### src/rtl/esc_onewire_uart.sv
// Half-duplex single-wire 8N1 bridge: sends command bytes, holds the line high for a
// turnaround guard, releases the pin, then receives reply bytes on the same wire.
module esc_onewire_uart #(
  parameter int CLK_FREQ_HZ     = 72_000_000,
  parameter int BAUD            = 19200,
  parameter int TURNAROUND_BITS = 2
) (
  input  logic       clk,
  input  logic       rst,
  input  logic       enable,
  input  logic [7:0] tx_data,
  input  logic       tx_valid,
  output logic       tx_ready,
  output logic [7:0] rx_data,
  output logic       rx_valid,
  output logic       frame_err,
  output logic       busy,
  input  logic       line_in,
  output logic       line_out,
  output logic       line_oe
);

  localparam int          BIT_CYCLES     = CLK_FREQ_HZ / BAUD;
  localparam logic [15:0] BIT_LAST       = 16'(BIT_CYCLES - 1);
  localparam logic [15:0] HALF_LAST      = 16'((BIT_CYCLES / 2) - 1);
  localparam logic [2:0]  HOLD_BITS_LAST = 3'(TURNAROUND_BITS - 1);

  typedef enum logic [2:0] {
    IDLE, TX_START, TX_DATA, TX_STOP, TX_HOLD, RX_START, RX_DATA, RX_STOP
  } state_t;

  state_t      state, state_d;
  logic [15:0] cnt, cnt_d;
  logic [2:0]  idx, idx_d;
  logic [7:0]  sh, sh_d;
  logic        sync_p0, sync_p1, prev, prev_d;
  logic        line_out_d, line_oe_d, tx_ready_d;
  logic        rx_valid_d, frame_err_d, busy_d;
  logic [7:0]  rx_data_d;
  logic        accept, fall, bit_end;

  always_comb begin
    state_d     = state;
    cnt_d       = cnt + 16'd1;
    idx_d       = idx;
    sh_d        = sh;
    prev_d      = sync_p1;
    line_out_d  = line_out;
    rx_data_d   = rx_data;
    rx_valid_d  = 1'b0;
    frame_err_d = 1'b0;
    accept      = tx_valid && tx_ready;
    fall        = prev && !sync_p1;
    bit_end     = (cnt == BIT_LAST);

    case (state)
      IDLE: begin
        line_out_d = 1'b1;
        // A simultaneous byte and falling edge: the byte wins, the edge is dropped.
        if (accept) begin
          state_d    = TX_START;
          cnt_d      = 16'd0;
          sh_d       = tx_data;
          line_out_d = 1'b0;
        end else if (fall) begin
          state_d = RX_START;
          cnt_d   = 16'd0;
        end
      end
      TX_START: if (bit_end) begin
        state_d    = TX_DATA;
        cnt_d      = 16'd0;
        idx_d      = 3'd0;
        line_out_d = sh[0];
        sh_d       = {1'b0, sh[7:1]};
      end
      TX_DATA: if (bit_end) begin
        cnt_d = 16'd0;
        if (idx == 3'd7) begin
          state_d    = TX_STOP;
          line_out_d = 1'b1;
        end else begin
          idx_d      = idx + 3'd1;
          line_out_d = sh[0];
          sh_d       = {1'b0, sh[7:1]};
        end
      end
      TX_STOP: if (bit_end) begin
        state_d = TX_HOLD;
        cnt_d   = 16'd0;
        idx_d   = 3'd0;
      end
      TX_HOLD: begin
        // Guard time is counted in whole bit times so the counter stays 16 bits wide.
        if (accept) begin
          state_d    = TX_START;
          cnt_d      = 16'd0;
          sh_d       = tx_data;
          line_out_d = 1'b0;
        end else if (bit_end) begin
          cnt_d = 16'd0;
          if (idx == HOLD_BITS_LAST) begin
            state_d = IDLE;
            prev_d  = 1'b1;
          end else begin
            idx_d = idx + 3'd1;
          end
        end
      end
      RX_START: if (cnt == HALF_LAST) begin
        cnt_d   = 16'd0;
        idx_d   = 3'd0;
        state_d = sync_p1 ? IDLE : RX_DATA;
      end
      RX_DATA: if (bit_end) begin
        cnt_d = 16'd0;
        sh_d  = {sync_p1, sh[7:1]};
        if (idx == 3'd7) state_d = RX_STOP;
        else             idx_d   = idx + 3'd1;
      end
      RX_STOP: if (bit_end) begin
        state_d = IDLE;
        if (sync_p1) begin
          rx_data_d  = sh;
          rx_valid_d = 1'b1;
        end else begin
          frame_err_d = 1'b1;
        end
      end
      default: state_d = IDLE;
    endcase

    if (!enable) begin
      state_d     = IDLE;
      line_out_d  = 1'b1;
      rx_valid_d  = 1'b0;
      frame_err_d = 1'b0;
    end

    line_oe_d  = (state_d == TX_START) || (state_d == TX_DATA) ||
                 (state_d == TX_STOP)  || (state_d == TX_HOLD);
    tx_ready_d = enable && ((state_d == IDLE) || (state_d == TX_HOLD));
    busy_d     = (state_d != IDLE);
  end

  always_ff @(posedge clk) begin
    if (rst) begin
      state     <= IDLE;
      line_oe   <= 1'b0;
      line_out  <= 1'b1;
      tx_ready  <= 1'b0;
      rx_valid  <= 1'b0;
      frame_err <= 1'b0;
      rx_data   <= 8'd0;
      busy      <= 1'b0;
      sync_p0   <= 1'b1;
      sync_p1   <= 1'b1;
      prev      <= 1'b1;
    end else begin
      state     <= state_d;
      line_oe   <= line_oe_d;
      line_out  <= line_out_d;
      tx_ready  <= tx_ready_d;
      rx_valid  <= rx_valid_d;
      frame_err <= frame_err_d;
      rx_data   <= rx_data_d;
      busy      <= busy_d;
      sync_p0   <= line_in;
      sync_p1   <= sync_p0;
      prev      <= prev_d;
    end
  end

  always_ff @(posedge clk) begin
    cnt <= cnt_d;
    idx <= idx_d;
    sh  <= sh_d;
  end

endmodule

### config.mk
export PLATFORM = sky130hd
export DESIGN_NAME = esc_onewire_uart
export DESIGN_NICKNAME = d
export VERILOG_FILES = /design/src/rtl/esc_onewire_uart.sv
export SDC_FILE = /design/constraint.sdc
export NUM_CORES = 1
export LEC_CHECK = 0
export ABC_CLOCK_PERIOD_IN_PS = 2400
export BUFFER_PORTS_ARGS = -buffer_cell sky130_fd_sc_hd__buf_4
export CAP_MARGIN = 15
export CORE_MARGIN = 1.5
export CORE_UTILIZATION = 45
export DETAILED_ROUTE_END_ITERATION = 8
export HOLD_SLACK_MARGIN = 0.12
export PLACE_DENSITY_LB_ADDON = 0.3
export SYNTH_ARGS = -nofsm -noshare
export SYNTH_HDL_FRONTEND = slang
export SYNTH_SLANG_ARGS = --single-unit
### constraint.sdc
create_clock -name clk -period 2.4 [get_ports clk]
set_input_delay 0.24 -clock clk [delete_from_list [all_inputs] [get_ports clk]]
set_output_delay 0.24 -clock clk [all_outputs]
set_load 0.03 [all_outputs]
* Yosys cells after proc, flatten, opt, wreduce, memory -nomap -nowiden *
Cells that the tools add are included.

storage, ports and cells
  flip-flop bits (word level) = 47
  input port bits = 13
  output and inout bits = 14
  logic and storage cells = 119

cells by class
  $add $sub $neg = 2
  equality and inequality tests = 28
  multiplexer cells = 48
  bitwise gates (word level) = 3
  reductions and logical operators = 24

operator list
  kind                     count
  $mux W16                 5
  $mux W3                  22
  $pmux W16 S4             1
  $mux W8                  5
  $pmux W8 S4              1
  $pmux W3 S8              1
  $ne A2 B2 Y1 const B     10
  $eq A3 B3 Y1 const B     6
  $add A16 B1 Y16 const B  1
  $eq A16 B11 Y1 const B   1
  $eq A16 B12 Y1 const B   1
  $eq A3 B2 Y1 const B     4
  $pmux W3 S4              1
  $reduce_bool A4 Y1       3
  $mux W1                  11
  $eq A3 B1 Y1 const B     3
  $reduce_and A8 Y1        1
  $reduce_or A2 Y1         4
  $reduce_or A4 Y1         2
  $logic_not A3 Y1         2
  $ne A2 B1 Y1 const B     3
  $reduce_and A6 Y1        1
  $logic_or A1 B1 Y1       4
  $pmux W1 S4              1
  7 further kinds          11

* Logic depth before layout (Yosys ltp) *
  word-level depth = 10
  depth in mapped cells = 9
  gate-level depth less buffers = 8

* Worst setup path before layout *
OpenSTA, ideal clock, no wires.

  kind = reg-to-reg
  start = reg cnt[0]
  end = reg sh[0], enable pin
  data arrival time = 1.770 ns
  path slack = 0.243 ns
  stages on the path, launching flop included = 5
  buffers on the path = 0
  path through = dfxtp_1 -> ha_1 -> and4bb_1 -> nand4_4 -> o32ai_1

between the ends
  longest elaborated chain between the ends = 3

RTL lines
  item                                  RTL line  RTL
  start: declaration                    33        logic [15:0] cnt, cnt_d;
  start signal: assignment              175       cnt <= cnt_d;
  $eq A16 B12 Y1 *                      54        bit_end = (cnt == BIT_LAST);
  $ne A2 B2 Y1 (no source line)         --
  $reduce_and A6 Y1 (no source line) *  --
  end signal: assignment                177       sh <= sh_d;
  end: declaration                      35        logic [7:0] sh, sh_d;

Mark *: on every way between the ends. The rest lies on a longest branch, timed or not.
A chain may end at the register's enable or synchronous reset.

* Final worst setup path *
  start = reg cnt[0]
  end = reg line_oe

between the ends
  longest elaborated chain between the ends = 9

RTL lines
  item                                                 RTL line  RTL
  $eq A16 B12 Y1                                       54
  $mux W3                                              100       end else if (bit_end) begin
  $mux W3                                              95        if (accept) begin
  $pmux W3 S8 *                                        56        case (state)
  $mux W3 *                                            133       if (!enable) begin
  $eq A3 B1 Y1 / $eq A3 B2 Y1 (equally long branches)  140       line_oe_d = (state_d == TX_START) || (state_d == TX_DATA) ||
  $logic_or A1 B1 Y1 (2 in series)                     140
  $logic_or A1 B1 Y1 *                                 141       (state_d == TX_STOP) || (state_d == TX_HOLD);
  end signal: assignment                               161       line_oe <= line_oe_d;
  end: declaration                                     20        output logic line_oe

Marks and branches as above.

==> run metrics <==
outcome=finished clean; Iter 0 DRT Violations=194; Distinct cells, synth=49; Rel. slew slack=0.655; residual DRC count=0; initial antenna violation count=0; drt wl/cell=13.4 microns; DP Area=0.00257 sq mm; WS Path Type=flip-flop to flip-flop; Sink Count=47; detailed placement HPWL=3.29 mm; number of diodes=0; Final Hold Viols=0; Pre-antenna DRT Iters=4; final net count=300; final instance area=approximately 0.0027 sq mm; warnings from Yosys=0; maximum VDD drop=303 uV; # setup viols final=0; Slew @ Worst Pin=0.515 ns; critical path required time=2.61 ns; crit path DAT=2.44 ns; Layout Cells excl Fill=349; Worst setup SP type=flip-flop; Layout area overhead=18.5%; placed cells=340; vias in the first global route=1,724; GRT Overall Usage=0.180; I/O pins=27; Die Footprint=0.00551 sq mm; Post-Syn Instances=251; DR vias=roughly 1,800; total core area=0.00482 sq mm; Hold Path Class=input pin to flip-flop; Maximum Capacitance Violations=0; period utilization=0.932; clock buffer depth=2; cell area after synthesis=around 0.0023 sq mm; RePlAce Congestion=0.923; # port buffers=26; Die X=74.2 microns; crit end category=flip-flop; Overflow after GRT=0; layout cells sized above 1=0.184; RSZ-0062 raised after global routing=false; H-tree levels=2; Seq/Total Area, Yosys=0.460; #FFs+latches synth=47; PwrDens=624 mW/mm^2; Tmin final=between 2 and 2.5 ns; clk_lat worst skew=0.31 ns; initial core utilization=0.474; Async SR Flop Fraction=0; clock root buffer=clkbuf_8; routed vias/inst=5.26; total negative slack=0 ns; prevailing post-synth register cell=dfxtp_1; Pleak=1.11 nW; DRT Wirelength=~4.7 mm; CTS tree=built; FP Rows=25; Fmax achieved=447 MHz; largest net degree at the start of global routing=17; Syn Area/Cell=9.10 sq um; first-pass GRT wire length=between 7 and 8 mm; Die Y=74.2 microns; Layout Skew=0.0135 ns; Inserted Clock Buffers=5; hold slack=0.197 ns; critical path peak fanout=9; Reg clk slew, reported paths=0.10 ns; EDFF count, synth=11; Setup Buffers After CTS=0; max-slew violations=0; Net Count, Synth=270; ANT nets after route=0
[sequential cells by signal, summed over array words and instances (netlist names)]
signal     count
line_out       1
cnt           16
line_oe        1
busy           1
state          3
sync_p1        1
rx_data        8
tx_ready       1
frame_err      1
rx_valid       1
idx            3
sync_p0        1
sh             8
prev           1
[worst max-delay path, stage by stage, from the launching register on]
cell and delay, ns:
dfxtp_1 0.44, ha_1 0.18, and4bb_1 0.26, nand4_4 0.21, xnor2_1 0.23, a2111oi_4 0.47
o211ai_1 0.17, and3b_1 0.19
[synth_stat cells, types with 3 or more instances]
master / instances / share of area
xnor2_1: 7 / 0.027
nand2_1: 37 / 0.061
edfxtp_1: 11 / 0.14
a21oi_1: 9 / 0.020
inv_1: 9 / 0.015
nor3_1: 5 / 0.011
or2_2: 3 / 0.0082
nor2_1: 39 / 0.064
o21ai_0: 6 / 0.013
mux2i_1: 9 / 0.039
nand3_1: 11 / 0.024
clkbuf_1: 6 / 0.0099
buf_2: 5 / 0.011
ha_1: 6 / 0.033
xor2_1: 8 / 0.031
nor2b_1: 3 / 0.0082
dfxtp_1: 36 / 0.32
and3_1: 3 / 0.0082
[cells by family after synthesis]
logic type | count (synthesis) | synth area share
adders and majority gates | 7 | 0.0373
DFF | 47 | 0.460
buffers and inverters | 20 | 0.0356
and+or+nand+nor | 122 | 0.267
muxes | 10 | 0.0460
AOI/OAI and AO/OA | 30 | 0.0959
xor gates and xnor gates | 15 | 0.0575
[power by group]
part / leakage, nW / switching (mW) / internal, mW
sequential: 0.386 / 0.0502 / 0.850
clock: 0.0548 / 0.281 / 0.314
combinational: 0.671 / 0.104 / 0.0894
[metal layers]
layer  part of all wire  routed length [microns]  track usage
met5                  0                        0            0
met4              0.012                       57       0.0606
met3              0.051                      238       0.0366
met2               0.48                     2260        0.313
met1               0.45                     2110        0.223
[cells in the final DEF (no fill, tap or decap), types with 2 or more instances in the layout]
| cell type | synthesis | layout |
|---|---|---|
| nand2b_1 | 2 | 2 |
| nor4bb_1 | 2 | 2 |
| nor2b_1 | 3 | 3 |
| o22ai_1 | 2 | 2 |
| o21ai_0 | 6 | 6 |
| nor3b_1 | 2 | 2 |
| and3_1 | 3 | 3 |
| xor2_1 | 8 | 8 |
| clkbuf_8 | 0 | 5 |
| or2_2 | 3 | 3 |
| a21oi_1 | 9 | 9 |
| dfxtp_1 | 36 | 36 |
| nand2_1 | 37 | 37 |
| nor3_1 | 5 | 5 |
| nor2_1 | 39 | 39 |
| edfxtp_1 | 11 | 11 |
| and2_1 | 2 | 2 |
| inv_1 | 9 | 9 |
| ha_1 | 6 | 6 |
| xnor2_1 | 7 | 7 |
| mux2i_1 | 9 | 9 |
| nand3_1 | 11 | 11 |
| a21boi_0 | 2 | 2 |
| nand4_1 | 2 | 2 |
| buf_4 | 0 | 33 |
[per-stage QoR]
step	power [mW]	utilization	setup WS, ns
3_5_place_dp	1.11	0.533	0.147
2_1_floorplan	1.04	-	0.243
3_3_place_gp	1.10	0.533	0.236
6_report	1.69	0.562	0.164
4_1_cts	1.70	0.559	0.106
5_1_grt	1.76	0.562	0.0234
[worst paths after layout]
check        slack [ns]      end        from  cells after the start
max                0.16  line_oe      cnt[0]                      7
min                0.20    sh[5]  tx_data[5]                      3
max reg2reg        0.16  line_oe      cnt[0]                      7
min reg2reg        0.41  sync_p1     sync_p0                      1
[cell type report]
| class | instances | area [sq um] |
|---|---|---|
| fill | 460 | 2110 |
| multi-input combinational | 184 | 1160 |
| sequential | 47 | 1050 |
| timing repair buffer | 34 | 258 |
| tap | 67 | 83.8 |
| clock buffer | 5 | 68.8 |
| clock inverter | 3 | 46.3 |
| inverter | 9 | 33.8 |
[repair_timing]
action / in CTS / in global routing
hold buffers: 1 / 0
hold endpoints to repair: 1 / 0
setup endpoints to repair: 0 / 2
gates resized for setup: 0 / 1
Power figures use the tool's default switching activity.
